**config.mk**
```make
export PLATFORM = sky130hd
export DESIGN_NAME = bus16_arbiter
export DESIGN_NICKNAME = d
export VERILOG_FILES = /design/src/rtl/bus16_arbiter.sv
export SDC_FILE = /design/constraint.sdc
export NUM_CORES = 1
export LEC_CHECK = 0
export CORE_AREA = 3 3 154 156
export DETAILED_ROUTE_END_ITERATION = 6
export DIE_AREA = 0 0 157 159
export SLEW_MARGIN = 20
export SYNTH_ARGS = -nofsm -noshare
export SYNTH_HDL_FRONTEND = slang
export SYNTH_SLANG_ARGS = --single-unit
```
**constraint.sdc**
```tcl
create_clock -name i_Bus_Clk -period 2.4 [get_ports i_Bus_Clk]
set_clock_uncertainty 0.15 [all_clocks]
set_input_delay 0.6 -clock i_Bus_Clk [delete_from_list [all_inputs] [get_ports i_Bus_Clk]]
set_output_delay 0.6 -clock i_Bus_Clk [all_outputs]
set_load 0.005 [all_outputs]
```
**src/rtl/bus16_arbiter.sv**
```systemverilog
// bus16_arbiter: two-master round-robin arbiter for a shared 16-bit register bus.
// Each master's one-cycle strobe is held in a one-deep request slot. Granted
// requests go out as a single-cycle bus chip select. Read data is routed back to
// the requesting master. A read that gets no slave response completes on timeout
// with fixed data.
module bus16_arbiter #(
  parameter int          RD_TIMEOUT_CLKS = 255,
  parameter logic [15:0] TIMEOUT_DATA    = 16'hDEAD
) (
  input  logic        i_Bus_Clk,
  input  logic        i_Bus_Rst_L,
  input  logic        i_M0_CS,
  input  logic        i_M0_Wr_Rd_n,
  input  logic [15:0] i_M0_Addr8,
  input  logic [15:0] i_M0_Wr_Data,
  output logic [15:0] o_M0_Rd_Data,
  output logic        o_M0_Rd_DV,
  output logic        o_M0_Busy,
  input  logic        i_M1_CS,
  input  logic        i_M1_Wr_Rd_n,
  input  logic [15:0] i_M1_Addr8,
  input  logic [15:0] i_M1_Wr_Data,
  output logic [15:0] o_M1_Rd_Data,
  output logic        o_M1_Rd_DV,
  output logic        o_M1_Busy,
  output logic        o_Bus_CS,
  output logic        o_Bus_Wr_Rd_n,
  output logic [15:0] o_Bus_Addr8,
  output logic [15:0] o_Bus_Wr_Data,
  input  logic [15:0] i_Bus_Rd_Data,
  input  logic        i_Bus_Rd_DV,
  output logic        o_Timeout
);

  localparam int            CW        = $clog2(RD_TIMEOUT_CLKS + 1);
  localparam logic [CW-1:0] CNT_LIMIT = CW'(RD_TIMEOUT_CLKS - 1);
  localparam logic [CW-1:0] CNT_ONE   = CW'(32'd1);

  typedef enum logic [1:0] {
    ST_IDLE    = 2'd0,
    ST_ISSUE   = 2'd1,
    ST_WAIT_RD = 2'd2
  } state_t;

  // Master request inputs gathered into index-able form
  logic [1:0]  req_cs_s;
  logic [1:0]  req_wr_s;
  logic [15:0] req_addr_s [2];
  logic [15:0] req_data_s [2];

  assign req_cs_s      = {i_M1_CS, i_M0_CS};
  assign req_wr_s      = {i_M1_Wr_Rd_n, i_M0_Wr_Rd_n};
  assign req_addr_s[0] = i_M0_Addr8;
  assign req_addr_s[1] = i_M1_Addr8;
  assign req_data_s[0] = i_M0_Wr_Data;
  assign req_data_s[1] = i_M1_Wr_Data;

  // Request slots
  logic [1:0]  slot_vld_r;
  logic [1:0]  slot_wr_r;
  logic [15:0] slot_addr_r [2];
  logic [15:0] slot_data_r [2];

  // Arbitration / sequencing state
  state_t        state_r, state_nxt_s;
  logic          grant_r, grant_nxt_s;
  logic          last_r, last_nxt_s;
  logic [CW-1:0] cnt_r, cnt_nxt_s;

  // Per-cycle control decoded by the FSM
  logic        slot_clr_s;
  logic [1:0]  slot_clr_vec_s;
  logic        bus_issue_s;
  logic        rd_done_s;
  logic [15:0] rd_val_s;
  logic        timeout_nxt_s;

  // Registered outputs
  logic        bus_cs_r, bus_wr_r, m0_dv_r, m1_dv_r, timeout_r;
  logic [15:0] bus_addr_r, bus_wdata_r, m0_data_r, m1_data_r;

  // Next-state and per-cycle control: arbitration, issue, read completion/timeout
  always_comb begin
    state_nxt_s    = state_r;
    grant_nxt_s    = grant_r;
    last_nxt_s     = last_r;
    cnt_nxt_s      = cnt_r;
    slot_clr_s     = 1'b0;
    bus_issue_s    = 1'b0;
    rd_done_s      = 1'b0;
    rd_val_s       = i_Bus_Rd_Data;
    timeout_nxt_s  = 1'b0;
    slot_clr_vec_s = 2'b00;
    case (state_r)
      ST_IDLE: begin
        if (slot_vld_r[0] && slot_vld_r[1]) begin
          // Tie: the master that was not granted last wins
          grant_nxt_s = ~last_r;
          last_nxt_s  = ~last_r;
          state_nxt_s = ST_ISSUE;
        end else if (slot_vld_r[0]) begin
          grant_nxt_s = 1'b0;
          last_nxt_s  = 1'b0;
          state_nxt_s = ST_ISSUE;
        end else if (slot_vld_r[1]) begin
          grant_nxt_s = 1'b1;
          last_nxt_s  = 1'b1;
          state_nxt_s = ST_ISSUE;
        end else begin
          state_nxt_s = ST_IDLE;
        end
      end
      ST_ISSUE: begin
        bus_issue_s = 1'b1;
        if (slot_wr_r[grant_r]) begin
          slot_clr_s  = 1'b1;
          state_nxt_s = ST_IDLE;
        end else begin
          cnt_nxt_s   = {CW{1'b0}};
          state_nxt_s = ST_WAIT_RD;
        end
      end
      ST_WAIT_RD: begin
        if (i_Bus_Rd_DV) begin
          // Slave data wins even on the limit cycle
          rd_done_s   = 1'b1;
          rd_val_s    = i_Bus_Rd_Data;
          slot_clr_s  = 1'b1;
          state_nxt_s = ST_IDLE;
        end else if (cnt_r == CNT_LIMIT) begin
          rd_done_s     = 1'b1;
          rd_val_s      = TIMEOUT_DATA;
          timeout_nxt_s = 1'b1;
          slot_clr_s    = 1'b1;
          state_nxt_s   = ST_IDLE;
        end else begin
          cnt_nxt_s = cnt_r + CNT_ONE;
        end
      end
      default: begin
        state_nxt_s = ST_IDLE;
      end
    endcase
    if (slot_clr_s) begin
      slot_clr_vec_s[grant_r] = 1'b1;
    end else begin
      slot_clr_vec_s = 2'b00;
    end
  end

  // FSM state, grant bookkeeping and read timeout counter
  always_ff @(posedge i_Bus_Clk or negedge i_Bus_Rst_L) begin
    if (!i_Bus_Rst_L) begin
      state_r <= ST_IDLE;
      grant_r <= 1'b0;
      last_r  <= 1'b1;
      cnt_r   <= {CW{1'b0}};
    end else begin
      state_r <= state_nxt_s;
      grant_r <= grant_nxt_s;
      last_r  <= last_nxt_s;
      cnt_r   <= cnt_nxt_s;
    end
  end

  // Request slots: capture a strobe into an empty slot, clear on completion
  always_ff @(posedge i_Bus_Clk or negedge i_Bus_Rst_L) begin
    if (!i_Bus_Rst_L) begin
      slot_vld_r     <= 2'b00;
      slot_wr_r      <= 2'b00;
      slot_addr_r[0] <= 16'h0000;
      slot_addr_r[1] <= 16'h0000;
      slot_data_r[0] <= 16'h0000;
      slot_data_r[1] <= 16'h0000;
    end else begin
      for (int i = 0; i < 2; i++) begin
        if (slot_clr_vec_s[i]) begin
          slot_vld_r[i] <= 1'b0;
        end else if (req_cs_s[i] && !slot_vld_r[i]) begin
          slot_vld_r[i]  <= 1'b1;
          slot_wr_r[i]   <= req_wr_s[i];
          slot_addr_r[i] <= req_addr_s[i];
          slot_data_r[i] <= req_data_s[i];
        end
      end
    end
  end

  // Bus-side and master-side output registers
  always_ff @(posedge i_Bus_Clk or negedge i_Bus_Rst_L) begin
    if (!i_Bus_Rst_L) begin
      bus_cs_r    <= 1'b0;
      bus_wr_r    <= 1'b0;
      bus_addr_r  <= 16'h0000;
      bus_wdata_r <= 16'h0000;
      m0_dv_r     <= 1'b0;
      m1_dv_r     <= 1'b0;
      m0_data_r   <= 16'h0000;
      m1_data_r   <= 16'h0000;
      timeout_r   <= 1'b0;
    end else begin
      bus_cs_r  <= bus_issue_s;
      timeout_r <= timeout_nxt_s;
      m0_dv_r   <= rd_done_s & ~grant_r;
      m1_dv_r   <= rd_done_s & grant_r;
      if (bus_issue_s) begin
        bus_wr_r    <= slot_wr_r[grant_r];
        bus_addr_r  <= slot_addr_r[grant_r];
        bus_wdata_r <= slot_data_r[grant_r];
      end
      if (rd_done_s && !grant_r) begin
        m0_data_r <= rd_val_s;
      end
      if (rd_done_s && grant_r) begin
        m1_data_r <= rd_val_s;
      end
    end
  end

  assign o_Bus_CS      = bus_cs_r;
  assign o_Bus_Wr_Rd_n = bus_wr_r;
  assign o_Bus_Addr8   = bus_addr_r;
  assign o_Bus_Wr_Data = bus_wdata_r;
  assign o_M0_Rd_DV    = m0_dv_r;
  assign o_M1_Rd_DV    = m1_dv_r;
  assign o_M0_Rd_Data  = m0_data_r;
  assign o_M1_Rd_Data  = m1_data_r;
  assign o_M0_Busy     = slot_vld_r[0];
  assign o_M1_Busy     = slot_vld_r[1];
  assign o_Timeout     = timeout_r;

endmodule
```
Word-level counts from Yosys, hierarchy flattened --
Cells that the tools add are included. Widths: inputs -> output; s select.
Storage, ports and cells: bits in registers 149, input port bits 87, output and inout port bits 71, logic and storage cells 97
Operators by class: add/subtract/negate cells 1, order comparisons 3, equal/unequal tests 7, mux-type cells 40, bitwise logic cells 7, reductions and logical operators 18
Operator list (count):
- $mux 16 | 9
- $mux 8 | 3
- $mux 1 | 20
- $pmux 8 s2 | 1
- $add 8x1->8 const B | 1
- $eq 8x8->1 const B | 1
- $mux 2 | 4
- $logic_and 1x1->1 | 6
- $ne 2x2->1 const B | 3
- $pmux 2 s3 | 1
- $reduce_and 2->1 | 3
- $reduce_bool 2->1 | 3
- $not 1->1 | 4
- $reduce_and 4->1 | 1
- $logic_not 1->1 | 3
- $ne 3x3->1 const B | 1
- $reduce_bool 3->1 | 1
- $and 1x1->1 | 2
- $eq 2x1->1 const B | 1
- $eq 2x2->1 const B | 1
- $ge 2x2->1 const B | 1
- $logic_not 2->1 | 1
- $lt 1x2->1 const B | 1
- $not 1->2 | 1
- other kinds (3) | 3

Longest topological paths before layout --
Gate-level depths: netlist (run 1).
depth in word-level cells 7, depth in mapped cells 9, depth with buffers taken out 7

Worst setup path after synthesis (run 1) --
No wires, ideal clock.
path type reg2reg, from register state_r[0], to register slot_addr_r[0] (netlist bit), library setup time 0.125 ns, arrival time 1.814 ns, data required time 2.125 ns, path slack 0.311 ns, stages on the path, launching flop included 9, path buffers 2, period minus slack after synthesis 2.089 ns, cells stage by stage dfrtp_1 -> inv_1 -> ha_1 -> buf_6 -> and4_4 -> a221oi_4 -> o21ai_2 -> buf_6 -> mux2_2
Between the ends: cells in the longest elaborated chain, start to end 5, elaborated cells on any way between the ends 6, classes of those cells eq/ne: 2; mux: 2; bitwise: 1; reduce/logical: 1
Ends and longest elaborated chain:
- start, declared | line 65 | state_t state_r, state_nxt_s;
- start signal, assigned | line 159 | state_r <= state_nxt_s;
- $eq 2x2->1 / $eq 2x1->1 (equally long branches) | line 94 | case (state_r)
- $pmux 1 s2 * | line 94
- $mux 2 * | line 144 | if (slot_clr_s) begin
- $not 1->1 (no line) *
- $reduce_and 2->1 (no line) *
- end signal, assigned by index | line 182 | slot_addr_r[i] <= req_addr_s[i];
- end, declared | line 61 | logic [15:0] slot_addr_r [2];
Every way passes the cells marked *; elsewhere a longest branch is shown, timed or not. A chain may end at the register's enable or synchronous reset.

Worst setup path in the final report (run 1) --
from register state_r[0], to register slot_data_r[0] (netlist bit)
Between the ends: cells in the longest elaborated chain, start to end 5, elaborated cells on any way between the ends 6, classes of those cells eq/ne: 2; mux: 2; bitwise: 1; reduce/logical: 1
Ends and longest elaborated chain:
- $eq 2x2->1 / $eq 2x1->1 (equally long branches) | line 94
- $pmux 1 s2 * | line 94
- $mux 2 * | line 144
- $not 1->1 (no line) *
- $reduce_and 2->1 (no line) *
- end signal, assigned by index | line 183 | slot_data_r[i] <= req_data_s[i];
- end, declared | line 62 | logic [15:0] slot_data_r [2];
Marks and branches as above.

==> qor.yml, run 1 <==
htree_num_levels: 4
p_leak_nw: 3.761
crit_arrival_ns: 2.42
avgSynthCellArea_um2: 12.17
hpwl_mm: 11.00
synthMuxAreaShare_pct: 18.04
crit_chain: "inv_1 > ha_1 > and4_4 > a221oi_4 > o21ai_4 > buf_4 > mux2_2"
yosys_register_bits: 149
reg2reg_to: "slot_data_r[0]"
synth_edf_count: 0
clkSinkCount: 149
cts_tree: "built"
ios: 158
critPathKind: "register to register"
finalHoldViolations: 1
met2_length_mm: 7.956
r2r_setup_slack_ns: 0.13
synth_ff_type: "dfrtp_1"
drive_above_1_share_pct: 18.78
initial_utilization_pct: 27.73
yosysSeqAreaShare_pct: 59.76
grt_max_degree: 55
clk_pin_slew_ns: 0.07
row_count: 55
gr-total-overflow: 0
nFillCells: 2177
via_count: 4513
synthCells: 513
synth_nets: 605
path_max_fanout: 11
cp_num_buf_inv: 2
slew_headroom_pct: 60.73
max_slew.worst_pin.slew_ns: 0.5890
max_freq_mhz: 440.2
synthAdderAreaFrac_pct: 1.002
route.antenna.remaining_nets: 0
violations: "hold timing"
max_stage_delay_ns: 0.38
status: "finished with violations"
drcViolationCount: 0
tns_ns: 0
post_cts_buffers: 0
regToRegStartpoint: "state_r[0]"
cts_buffer_depth: 2
endpoint_kind: "register"
layout_common_cells: "clkdlybuf4s50_1 (156), dfrtp_1 (147), a21oi_1 (62)"
synthSimpleGateAreaFrac_pct: 6.536
firstDrtPassIters: 4
antenna-diode-count: 0
period_share_pct: 94.66
routedWlPerCell_um: 16.02
startpoint_type: "register"
synth_compound_area_share_pct: 11.23
utilization_pct: 39.59
nets: 782
synth_area_um2: 6241
cts_buffers: 17
power.density_nw_per_um2: 1292
multi_input_area_um2: 2321
drv_cap: 0
routed_via_density: 4.568
maxSlewViolCount: 0
core-area_um2: 22500
met3_wirelength_um: 746
die_x_um: 157
ys_types: 45
synth_async_sr_flop_share_pct: 100.0
track_usage_pct: 13.08
maxUsedRoutingLayer: "met5"
hold_class: "primary input to asynchronous set/reset pin"
slowest_stage: "dfrtp_1"
insertion_delay_ns: 0.41
cts_root_buffer: "clkbuf_16"
die_h_um: 159
antenna_found_initial: 1
grt_pass1_wl_mm: 25.66
synth-xor-area-share_pct: 0
period_needed_ns: 2.272
reg2regPathDepth: 7
grt_pass1_vias: 4772
final_common_cell: "clkdlybuf4s50_1"
peakVddDrop_v: 0.0004849
yosysWarnings: 0
required_ns: 2.54
critPathTopFamily: "flip-flops"
gp_congestion: 0.7647
seqCellArea_um2: 3734
io_buffers: 157
drt-met1-wl_mm: 6.944
synth_top_family_by_area: "multiplexers"
rsz0062_at_grt: "false"
synthToLayoutAreaGrowth_pct: 42.74
die_area_um2: 24960
drt-initial-drc-count: 219
final-setup-viol-count: 0
wirelength_mm: 15.83
whs_ns: -0.0001064
registers in the layout, summed over array words and instances (netlist names), 2 cells and up:
register and count:
cnt_r 8, o_Bus_Addr8 16, o_Bus_Wr_Data 16, o_M0_Rd_Data 16, o_M1_Rd_Data 16, slot_addr_r 32, slot_data_r 32, slot_vld_r 2
slot_wr_r 2, state_r 2
per-layer routing:
layer | up-vias | track usage [%]
li1 | 2168 | -
met1 | 2225 | 16.72
met2 | 105 | 21.68
met3 | 13 | 3.588
met4 | 2 | 3.701
met5 | - | 0
how the worst max path moves through the flow:
stage	startpoint	to	slack, ns	depth (start not counted)
2_1_floorplan	state_r[0]	slot_addr_r[0]	0.31	8
6_report	state_r[0]	slot_data_r[0]	0.13	7
3_5_place_dp	i_Bus_Rd_DV	cnt_r[3]	-0.11	5
4_1_cts	state_r[0]	slot_addr_r[27]	0.1	7
5_1_grt	state_r[0]	slot_data_r[4]	0.007	7
3_3_place_gp	i_Bus_Rd_DV	cnt_r[4]	-0.06	5
power breakdown:
group	switching, W	internal, W
registers	0.000670	0.00373
logic	0.00188	0.00251
clock network	0.00113	0.00159
timing repair:
item	CTS	global route
hold buffers	0	0
setup endpoints to repair	0	5
gates resized for setup	0	1
cell families (layout without fill, tap and decap cells):
logic type / after synthesis / count (layout)
AOI/OAI and AO/OA: 125 / 125
adders and majority gates: 5 / 5
buffers and inverters: 41 / 231
DFF: 149 / 149
muxes: 104 / 104
and+or+nand+nor: 89 / 89
metrics by stage:
| step | power, W | instances | setup slack, ns | hold slack [ns] | cell area, um^2 |
|---|---|---|---|---|---|
| after floorplan | 0.006671 | 513 | 0.3109 | 0.1544 | 6241 |
| after global placement | 0.008816 | 956 | -0.06233 | 0.3170 | 8298 |
| after detailed placement | 0.008903 | 956 | -0.1066 | 0.3239 | 8298 |
| after CTS | 0.01168 | 988 | 0.09762 | 0.01110 | 8902 |
| after global routing | 0.01233 | 988 | 0.007249 | 0.02635 | 8909 |
| final | 0.01151 | 988 | 0.1283 | -0.0001064 | 8909 |
final cells by class:
class	count	area share [%]
multi-input combinational	323	26.05
clock inverter	14	1.854
tap	285	4.003
inverter	12	0.5056
timing repair buffer	187	20.74
clock buffer	18	4.930
sequential	149	41.91
synthesized netlist by cell type (2+ instances only):
cell / instances / area, um^2
buf_6: 5 / 56.30
mux2_1: 6 / 67.56
o21ai_0: 44 / 220.2
buf_2: 6 / 30.03
inv_1: 12 / 45.04
buf_4: 4 / 30.03
nand4_1: 2 / 12.51
ha_1: 5 / 62.56
nand2b_1: 3 / 18.77
dfrtp_1: 148 / 3704
mux2_2: 59 / 664.4
o2bb2ai_1: 2 / 17.52
o31ai_1: 4 / 30.03
clkbuf_1: 13 / 48.80
and2_1: 2 / 12.51
nand3_1: 7 / 35.03
nor2b_1: 3 / 18.77
nor2_1: 47 / 176.4
mux2i_1: 38 / 380.4
or4_1: 4 / 30.03
nand2_1: 14 / 52.55
a21oi_1: 62 / 310.3
Note: power is estimated with default switching activity, not from simulation.
==> inputs of run 2 (changes only) <==
--- a/config.mk
+++ b/config.mk
@@ -5,9 +5,13 @@
 export SDC_FILE = /design/constraint.sdc
 export NUM_CORES = 1
 export LEC_CHECK = 0
+export CELL_PAD_IN_SITES_DETAIL_PLACEMENT = 2
+export CELL_PAD_IN_SITES_GLOBAL_PLACEMENT = 2
 export CORE_AREA = 3 3 154 156
 export DETAILED_ROUTE_END_ITERATION = 6
 export DIE_AREA = 0 0 157 159
+export PLACE_DENSITY_LB_ADDON = 0.1
+export SETUP_SLACK_MARGIN = 0.5
 export SLEW_MARGIN = 20
 export SYNTH_ARGS = -nofsm -noshare
 export SYNTH_HDL_FRONTEND = slang
==> run 2 against run 1 <==
Hold slack better by 0.36 ns. Cell count up 3.6%. Critical path type unchanged. First-iteration DRC count down 20%. Fmax up 4.7%. Sequential share of layout area down 3.2 points. Core utilization up 3.4 points. Non-clock buffer count up 36. The run now ends clean. Flip-flop and latch count unchanged.
==> qor.yml, run 2 (synthesized netlist as in run 1, its figures left out) <==
status: "finished, final reports clean"
ios: 158  # unchanged
placed_cells: 948  # -0.84%
required_ns: 2.55  # about the same
gr-max-usage-layer: "met2"
firstDrtPassIters: 6  # +2
cts_root_buffer: "clkbuf_16"
clkSinkCount: 149  # unchanged
io_buffers: 157  # unchanged
routedWlPerCell_um: 20.31  # +27%
pre_cts_ws_ns: -0.09913  # +0.007464 ns
track_usage_pct: 16.61  # +3.5 points
biggestRegsByFlops: "slot_addr_r x32, slot_data_r x32"
power.density_nw_per_um2: 1273  # -1.4%
critPathKind: "register to register"
rsz0062_at_grt: "true"
row_count: 55  # unchanged
finalHoldViolations: 0  # -1
die_x_um: 157  # unchanged
nets: 818  # +4.6%
use_met3_pct: 4.077  # +0.49 points
slowest_stage: "dfrtp_4"
drcViolationCount: 0  # unchanged
reg2reg_to: "slot_data_r[2]"
regToRegStartpoint: "grant_r"
routed_via_density: 4.802  # +5.1%
instances_no_fill: 1024  # +3.6%
antenna_found_initial: 1  # unchanged
drt-initial-drc-count: 176  # -20%
met2_usage_pct: 28.16  # +6.5 points
cp_num_buf_inv: 2  # unchanged
gp_congestion: 0.7366  # -3.7%
period_needed_ns: 2.170  # -0.1019 ns
die_h_um: 159  # unchanged
nFillCells: 2284  # +4.9%
max_slew.worst_pin.slew_ns: 0.6712  # +0.08218 ns
endpoint_kind: "register"
layout_common_cells: "dfrtp_1 (144), clkdlybuf4s50_1 (85), dlygate4sd2_1 (67)"
hold_class: "register to register"
setup_slack_ns: 0.2302  # +0.1019 ns
clk_pin_slew_ns: 0.06  # about the same
cts_buffer_depth: 2  # unchanged
via_count: 4917  # +9.0%
insertion_delay_ns: 0.42  # about the same
p_leak_nw: 4.231  # +13%
met1_usage_pct: 21.21  # +4.5 points
peakVddDrop_v: 0.0006024  # +24%
cts_tree: "built"
route.antenna.remaining_nets: 0  # unchanged
initial_utilization_pct: 27.73  # unchanged
slew_headroom_pct: 55.25  # -5.5 points
startpoint_type: "register"
final_common_cell: "dfrtp_1"
reg2regPathDepth: 6  # -1
maxSlewViolCount: 0  # unchanged
tns_ns: 0  # unchanged
drv_cap: 0  # unchanged
setup.worst_path.end: "slot_data_r[2]"
critPathTopFamily: "multiplexers"
critPathLaunch: "grant_r"
die_area_um2: 24960  # unchanged
whs_ns: 0.3583  # +0.3584 ns
path_max_fanout: 7  # -4
grt_max_degree: 69  # +25%
crit_arrival_ns: 2.32  # -0.10 ns
grt_pass1_wl_mm: 32.12  # +25%
min_delay_path_depth: 1
max_freq_mhz: 460.9  # +4.7%
crit_chain: "mux2_4 > a221oi_4 > o21ai_4 > buf_12 > buf_12 > mux2_4"
grt_pass1_vias: 5673  # +19%
gr-total-overflow: 0  # unchanged
wirelength_mm: 20.80  # +31%
critical_path_depth: 6  # -1
synthToLayoutAreaGrowth_pct: 54.85
drive_above_1_share_pct: 29.00  # +10 points
r2r_setup_slack_ns: 0.23  # +0.10 ns
hpwl_mm: 13.31  # +21%
cts_buffers: 17  # unchanged
final-setup-viol-count: 0  # unchanged
htree_num_levels: 4  # unchanged
period_share_pct: 90.41  # -4.2 points
core-area_um2: 22500  # unchanged
max_stage_delay_ns: 0.52  # +0.14 ns
-- run 2: cell count changes in the layout (fill, tap and decap cells not counted), moves of 10 or more --
cell | before | now
buf_4 | 26 | 37
o21ai_0 | 44 | 29
dlygate4sd2_1 | 0 | 67
o21ai_1 | 1 | 11
mux2_2 | 59 | 33
buf_6 | 1 | 12
mux2_4 | 0 | 32
clkdlybuf4s50_1 | 156 | 85
-- run 2: worst min-delay path by stage --
stage | from | to | slack, ns
5_1_grt | slot_data_r[15] | slot_data_r[15] | 0.37
3_3_place_gp | i_Bus_Rst_L | o_Bus_CS | 0.31
4_1_cts | slot_data_r[15] | slot_data_r[15] | 0.36
2_1_floorplan | i_Bus_Rst_L | cnt_r[0] | 0.15
3_5_place_dp | i_Bus_Rst_L | cnt_r[2] | 0.31
6_report | slot_data_r[15] | slot_data_r[15] | 0.36
-- run 2: layout make-up --
cell class,count,area [um^2],share of cell area (%)
inverter,12,47.55,0.4920
multi-input combinational,323,2654,27.46
antenna,1,2.502,0.02589
clock buffer,19,442.9,4.583
sequential,149,3737,38.67
tap,285,356.6,3.690
clock inverter,12,146.4,1.515
timing repair buffer,223,2277,23.56
-- run 2: stage by stage --
step	power (W)	area (um^2)	util [%]
after floorplan	0.006972	6434	-
after global placement	0.009110	8433	37.48
after detailed placement	0.009390	8433	37.48
after CTS	0.01221	9408	41.81
after global routing	0.01320	9664	42.95
final	0.01231	9664	42.95
-- run 2: metal layers --
layer	wire length, um	vias to the layer above
li1	-	2249
met1	9195	2556
met2	10660	99
met3	744	13
met4	195	0
met5	0	-
-- run 2: what timing repair did --
action	in CTS	in global routing
hold buffers	1	0
endpoints found under the setup margin	213	129
cloned	4	4
gates resized for setup	107	51
endpoints found under the hold margin	16	0
buffers inserted	30	5
pin swaps	9	8
-- run 2: power breakdown --
part / internal [W] / total, W / switching (W)
sequential: 0.00374 / 0.00444 / 0.000706
clock: 0.00157 / 0.00269 / 0.00112
combinational: 0.00281 / 0.00517 / 0.00236
==> inputs of run 3 (changes only) <==
--- a/config.mk
+++ b/config.mk
@@ -10,7 +10,7 @@
 export CORE_AREA = 3 3 154 156
 export DETAILED_ROUTE_END_ITERATION = 6
 export DIE_AREA = 0 0 157 159
-export PLACE_DENSITY_LB_ADDON = 0.1
+export PLACE_DENSITY = 0.78
 export SETUP_SLACK_MARGIN = 0.5
 export SLEW_MARGIN = 20
 export SYNTH_ARGS = -nofsm -noshare
==> run 3 against run 2 <==
Fmax fell by 1.5%. Total power rose by 5.7%. Die area unchanged. Critical path type unchanged. Sequential power up 3%. Largest power group unchanged. Highest routed layer is now met5.
==> qor.yml, run 3 (synthesized netlist as in run 1, its figures left out) <==
finalHoldViolations: 0  # unchanged
drcViolationCount: 0  # unchanged
rsz0062_at_grt: "true"
htree_num_levels: 4  # unchanged
antenna_found_initial: 1  # unchanged
synthToLayoutAreaGrowth_pct: 59.74
utilization_pct: 44.30  # +1.4 points
die_h_um: 159  # unchanged
final_common_cell: "dfrtp_1"
min_from: "o_Bus_Wr_Rd_n"
clkSinkCount: 149  # unchanged
crit_arrival_ns: 2.37  # +0.05 ns
power_w: 0.01300  # +5.7%
cts_buffers: 17  # unchanged
critPathLaunch: "state_r[0]"
slew_headroom_pct: 61.02  # +5.8 points
insertion_delay_ns: 0.43  # about the same
io_buffers: 157  # unchanged
grt_pass1_wl_mm: 33.88  # +5.5%
nFillCells: 2216  # -3.0%
grt_max_degree: 61  # -12%
period_needed_ns: 2.203  # +0.03351 ns
die_area_um2: 24960  # unchanged
hold_class: "register to register"
firstDrtPassIters: 6  # unchanged
track_usage_pct: 17.54  # +0.93 points
whs_ns: 0.3264  # -0.03194 ns
p_leak_nw: 4.329  # +2.3%
wirelength_mm: 23.42  # +13%
period_share_pct: 91.81  # +1.4 points
routedWlPerCell_um: 22.70  # +12%
endpoint_kind: "register"
cts_tree: "built"
layout_common_cells: "dfrtp_1 (144), clkdlybuf4s50_1 (84), dlygate4sd2_1 (67)"
gp_congestion: 0.7728  # +4.9%
final-setup-viol-count: 0  # unchanged
via_count: 5063  # +3.0%
core-area_um2: 22500  # unchanged
cts_root_buffer: "clkbuf_16"
placed_area_um2: 8421  # -0.15%
ios: 158  # unchanged
regToRegStartpoint: "state_r[0]"
antenna-diode-count: 0  # -1
gr-total-overflow: 0  # unchanged
required_ns: 2.56  # about the same
row_count: 55  # unchanged
drt-initial-drc-count: 173  # -1.7%
startpoint_type: "register"
max_slew.worst_pin.slew_ns: 0.5846  # -0.08653 ns
route.antenna.remaining_nets: 0  # unchanged
peakVddDrop_v: 0.0007236  # +20%
path_max_fanout: 5  # -2
fin_area_um2: 9970  # +3.2%
r2r_setup_slack_ns: 0.20  # -0.03 ns
cts_buffer_depth: 2  # unchanged
hpwl_mm: 14.01  # +5.2%
status: "finished, final reports clean"
biggestRegsByFlops: "slot_addr_r x32, slot_data_r x32"
nets: 827  # +1.1%
die_x_um: 157  # unchanged
grt_pass1_vias: 5935  # +4.6%
critPathKind: "register to register"
power.density_nw_per_um2: 1304  # +2.4%
initial_utilization_pct: 27.73  # unchanged
drive_above_1_share_pct: 33.60  # +4.6 points
max_freq_mhz: 453.9  # -1.5%
routed_via_density: 4.906  # +2.2%
maxSlewViolCount: 0  # unchanged
clk_pin_slew_ns: 0.07  # about the same
drv_cap: 0  # unchanged
[run 3: cell types whose count changed in the layout (fill, tap and decap cells not counted), moves of 5 or more]
cell / previous run / this run
a21oi_1: 58 / 42
o21ai_2: 3 / 16
a21oi_2: 4 / 14
a21oi_4: 1 / 7
o21ai_0: 29 / 23
o21ai_1: 11 / 5
buf_6: 12 / 17
[run 3: cell type report]
| class | instances | area (um^2) | share of cell area, % |
|---|---|---|---|
| clock buffers | 18 | 429.2 | 4.305 |
| repair buffers | 231 | 2402 | 24.10 |
| flip-flops and latches | 149 | 3735 | 37.46 |
| clock inverters | 13 | 170.2 | 1.707 |
| repair inverters | 1 | 7.507 | 0.07530 |
| multi-input cells | 323 | 2818 | 28.26 |
| inverters | 12 | 51.30 | 0.5146 |
| well taps | 285 | 356.6 | 3.577 |
[run 3: metrics by stage]
step / std cells / TNS, ns / worst slack [ns]
5_1_grt: 1032 / 0 / 0.1210
3_3_place_gp: 950 / -3.531 / -0.1140
4_1_cts: 1020 / 0 / 0.2640
2_1_floorplan: 513 / 0 / 0.3722
6_report: 1032 / 0 / 0.1967
3_5_place_dp: 950 / -8.296 / -0.2397
[run 3: worst paths after layout]
path	end	depth (start not counted)
worst max register to register	slot_addr_r[27]	8
worst min register to register	o_Bus_Wr_Rd_n	1
worst min-delay path	o_Bus_Wr_Rd_n	1
max in group asynchronous	slot_data_r[0]	3
min in group asynchronous	o_Bus_Addr8[7]	2
worst max-delay path	slot_addr_r[27]	8
[run 3: where the power goes]
| group | internal, W | switching, W |
|---|---|---|
| registers | 0.00374 | 0.000824 |
| logic | 0.00299 | 0.00266 |
| clock network | 0.00165 | 0.00114 |
| total | 0.00838 | 0.00463 |
[run 3: timing repair]
| item | CTS | global route |
|---|---|---|
| resized for setup | 125 | 92 |
| setup endpoints to repair | 208 | 114 |
| cloned | 7 | 4 |
| endpoints found under the hold margin | 43 | 0 |
| pin swaps | 6 | 32 |
| buffers inserted | 31 | 8 |
| hold buffers | 1 | 0 |
[run 3: routing by layer]
metal | share of wire, % | wire length, um | vias up | track usage, %
li1 | - | - | 2261 | -
met1 | 41 | 9489 | 2647 | 21.11
met2 | 54 | 12530 | 122 | 30.89
met3 | 4.2 | 984 | 31 | 4.403
met4 | 1.7 | 399 | 2 | 4.855
met5 | 0.056 | 13 | - | 0
[run 3: worst max-delay path: stages (launching register included)]
cell and delay, ns:
dfrtp_1 0.40, inv_2 0.09, ha_4 0.18, nand4_1 0.21, o221ai_4 0.33, a21oi_4 0.13
buf_6 0.15, clkbuf_16 0.16, mux2_4 0.30
==> RTL edit: new RTL, config.mk and constraints of run 3 <==
Register the outputs `o_M0_Busy` and `o_M1_Busy`, with the module's reset; this adds one clock of latency there. The other outputs are not delayed to match.
--- a/src/rtl/bus16_arbiter.sv
+++ b/src/rtl/bus16_arbiter.sv
@@ -225,8 +225,15 @@
   assign o_M1_Rd_DV    = m1_dv_r;
   assign o_M0_Rd_Data  = m0_data_r;
   assign o_M1_Rd_Data  = m1_data_r;
-  assign o_M0_Busy     = slot_vld_r[0];
-  assign o_M1_Busy     = slot_vld_r[1];
+  always_ff @(posedge i_Bus_Clk or negedge i_Bus_Rst_L) begin
+    if (!i_Bus_Rst_L) begin
+      o_M0_Busy <= '0;
+      o_M1_Busy <= '0;
+    end else begin
+      o_M0_Busy <= slot_vld_r[0];
+      o_M1_Busy <= slot_vld_r[1];
+    end
+  end
   assign o_Timeout     = timeout_r;
 
 endmodule
Check against the original RTL: not equivalent (a bounded check fails within 4 cycles, from zero or initial values and one cycle with i_Bus_Rst_L low).
==> RTL edit against run 3 <==
- routed wire length is 10% lower
- core utilization is 0.86 points lower
- setup slack better by 0.021 ns
- critical endpoint is now slot_addr_r[13]
- critical path type unchanged
- clock power is 2% lower
- synthesized area is 1.5% higher
- highest routed layer is now met4
- sequential cell count is 2 higher
- power is 4.9% lower
- final area is 1.9% lower
==> RTL edit: results <==
[finish]
layout-drive-gt1-share_pct = 33.0
final_nets = 792

[power_and_ir_drop]
vdd_drop_max_uv = 521
leakage_nw = 4.36

[clock_network]
postCtsHoldBufs = 1
ctsResizeCount = 115
cts_htree_levels = 4
clock_latency_ns = 0.41
cts.clk_slew.worst_paths_ns = 0.06
postCtsSetupRepairBufs = 24
cts_buffer_depth = 2
cts_inserted_buffers = 17

[setup_path]
slowest_delay_ns = 0.42
crit_arrival_ns = 2.33
ff2ff_setup_slack_ns = 0.22
critical_path.top_delay_family = buffers and inverters
crit_fanout = 8

[synthesis]
synth-seq-area-share_pct = 59.7
synth_common_cells = dfrtp_1 (150), mux2_2 (84), mux2i_1 (37), nor2_1 (37), a21oi_1 (34)
synth-compound-area-share_pct = 6.34
ys_warn_count = 0
yosys.area_share.adder_pct = 0.988
synthTopCellsByArea = dfrtp_1 (59%), mux2_2 (15%), mux2i_1 (5.8%)
synth_area_per_cell_um2 = 13.1
synth.area.mux_share_pct = 21.7
synth_fp_nets = 575
synthArstFlopShare_pct = 100
synth_cell_types = 41

[run_status]
status = complete, no violations

[detailed_routing]
drtPass1Iterations = 4
via_count = 4673
drt_iter0_drc = 114
postRouteWirelength_mm = 21.0
wl_per_cell_um = 21.1

[global_routing]
grt_util_met1_pct = 19.4
grt_start_max_net_pins = 58
gr-usage-met3_pct = 4.08
grt_pass1_wl_mm = 31.8
met2_usage_pct = 29.2
grt_pass1_vias = 5621
grt_antenna_before_repair = 1
grt_usage_pct = 16.3

[min_path]
min_path_type = flip-flop to flip-flop

[sta]
tightest_slew_ns = 0.464
fin_hold_ws_ns = 0.357
min_period_ns = 2.18

[placed_design]
pre_cts_ws_ns = -0.171
gp_congestion = 0.736
io_buffers = 157
placed_cell_area_um2 = 8380
hpwl_mm = 13.3
dpl.cell_count = 921
-- RTL edit: per-layer routing --
metal,wire length (µm),vias to the layer above
li1,-,2126
met4,206,0
met3,920,16
met5,0,-
met1,8580,2412
met2,11300,119
-- RTL edit: cell type report --
class	instances	area (µm²)
fillers	2233	12700
diodes	1	2.50
repair buffers	226	2280
flip-flops and latches	151	3780
clock inverters	12	144
inverters	10	37.5
well taps	285	357
multi-input cells	294	2720
clock buffers	19	453
-- RTL edit: kinds of logic (layout without fill, tap and decap cells) --
| group | count (synthesis) | after routing |
|---|---|---|
| DFF | 151 | 151 |
| muxes | 125 | 125 |
| and+or+nand+nor | 97 | 97 |
| AOI/OAI and AO/OA | 67 | 67 |
| buffers and inverters | 38 | 267 |
| adders and majority gates | 5 | 5 |
| other | 0 | 1 |
-- RTL edit: report_power, final --
part           leakage [nW]  internal, W  switching (W)  total [W]
Clock                 0.288      0.00160        0.00113    0.00274
Sequential             1.81      0.00377       0.000777    0.00454
Combinational          2.27      0.00290        0.00219    0.00509
Total                  4.36      0.00826        0.00410     0.0124
-- RTL edit: final timing paths --
path	cells past startpoint	startpoint	end
min in group asynchronous	2	i_Bus_Rst_L	o_M1_Rd_Data[1]
worst max-delay path	8	state_r[1]	slot_addr_r[13]
worst min-delay path	1	slot_addr_r[17]	slot_addr_r[17]
worst min register to register	1	slot_addr_r[17]	slot_addr_r[17]
worst max register to register	8	state_r[1]	slot_addr_r[13]
max in group asynchronous	3	i_Bus_Rst_L	o_Bus_Wr_Data[9]
-- RTL edit: worst register-to-register path: stages (launching register included) --
cell and delay, ns:
dfrtp_1 0.42, inv_2 0.10, ha_4 0.20, nand2_4 0.08
o211ai_4 0.09, a311oi_4 0.36, buf_6 0.19, clkbuf_16 0.18
mux2_4 0.31
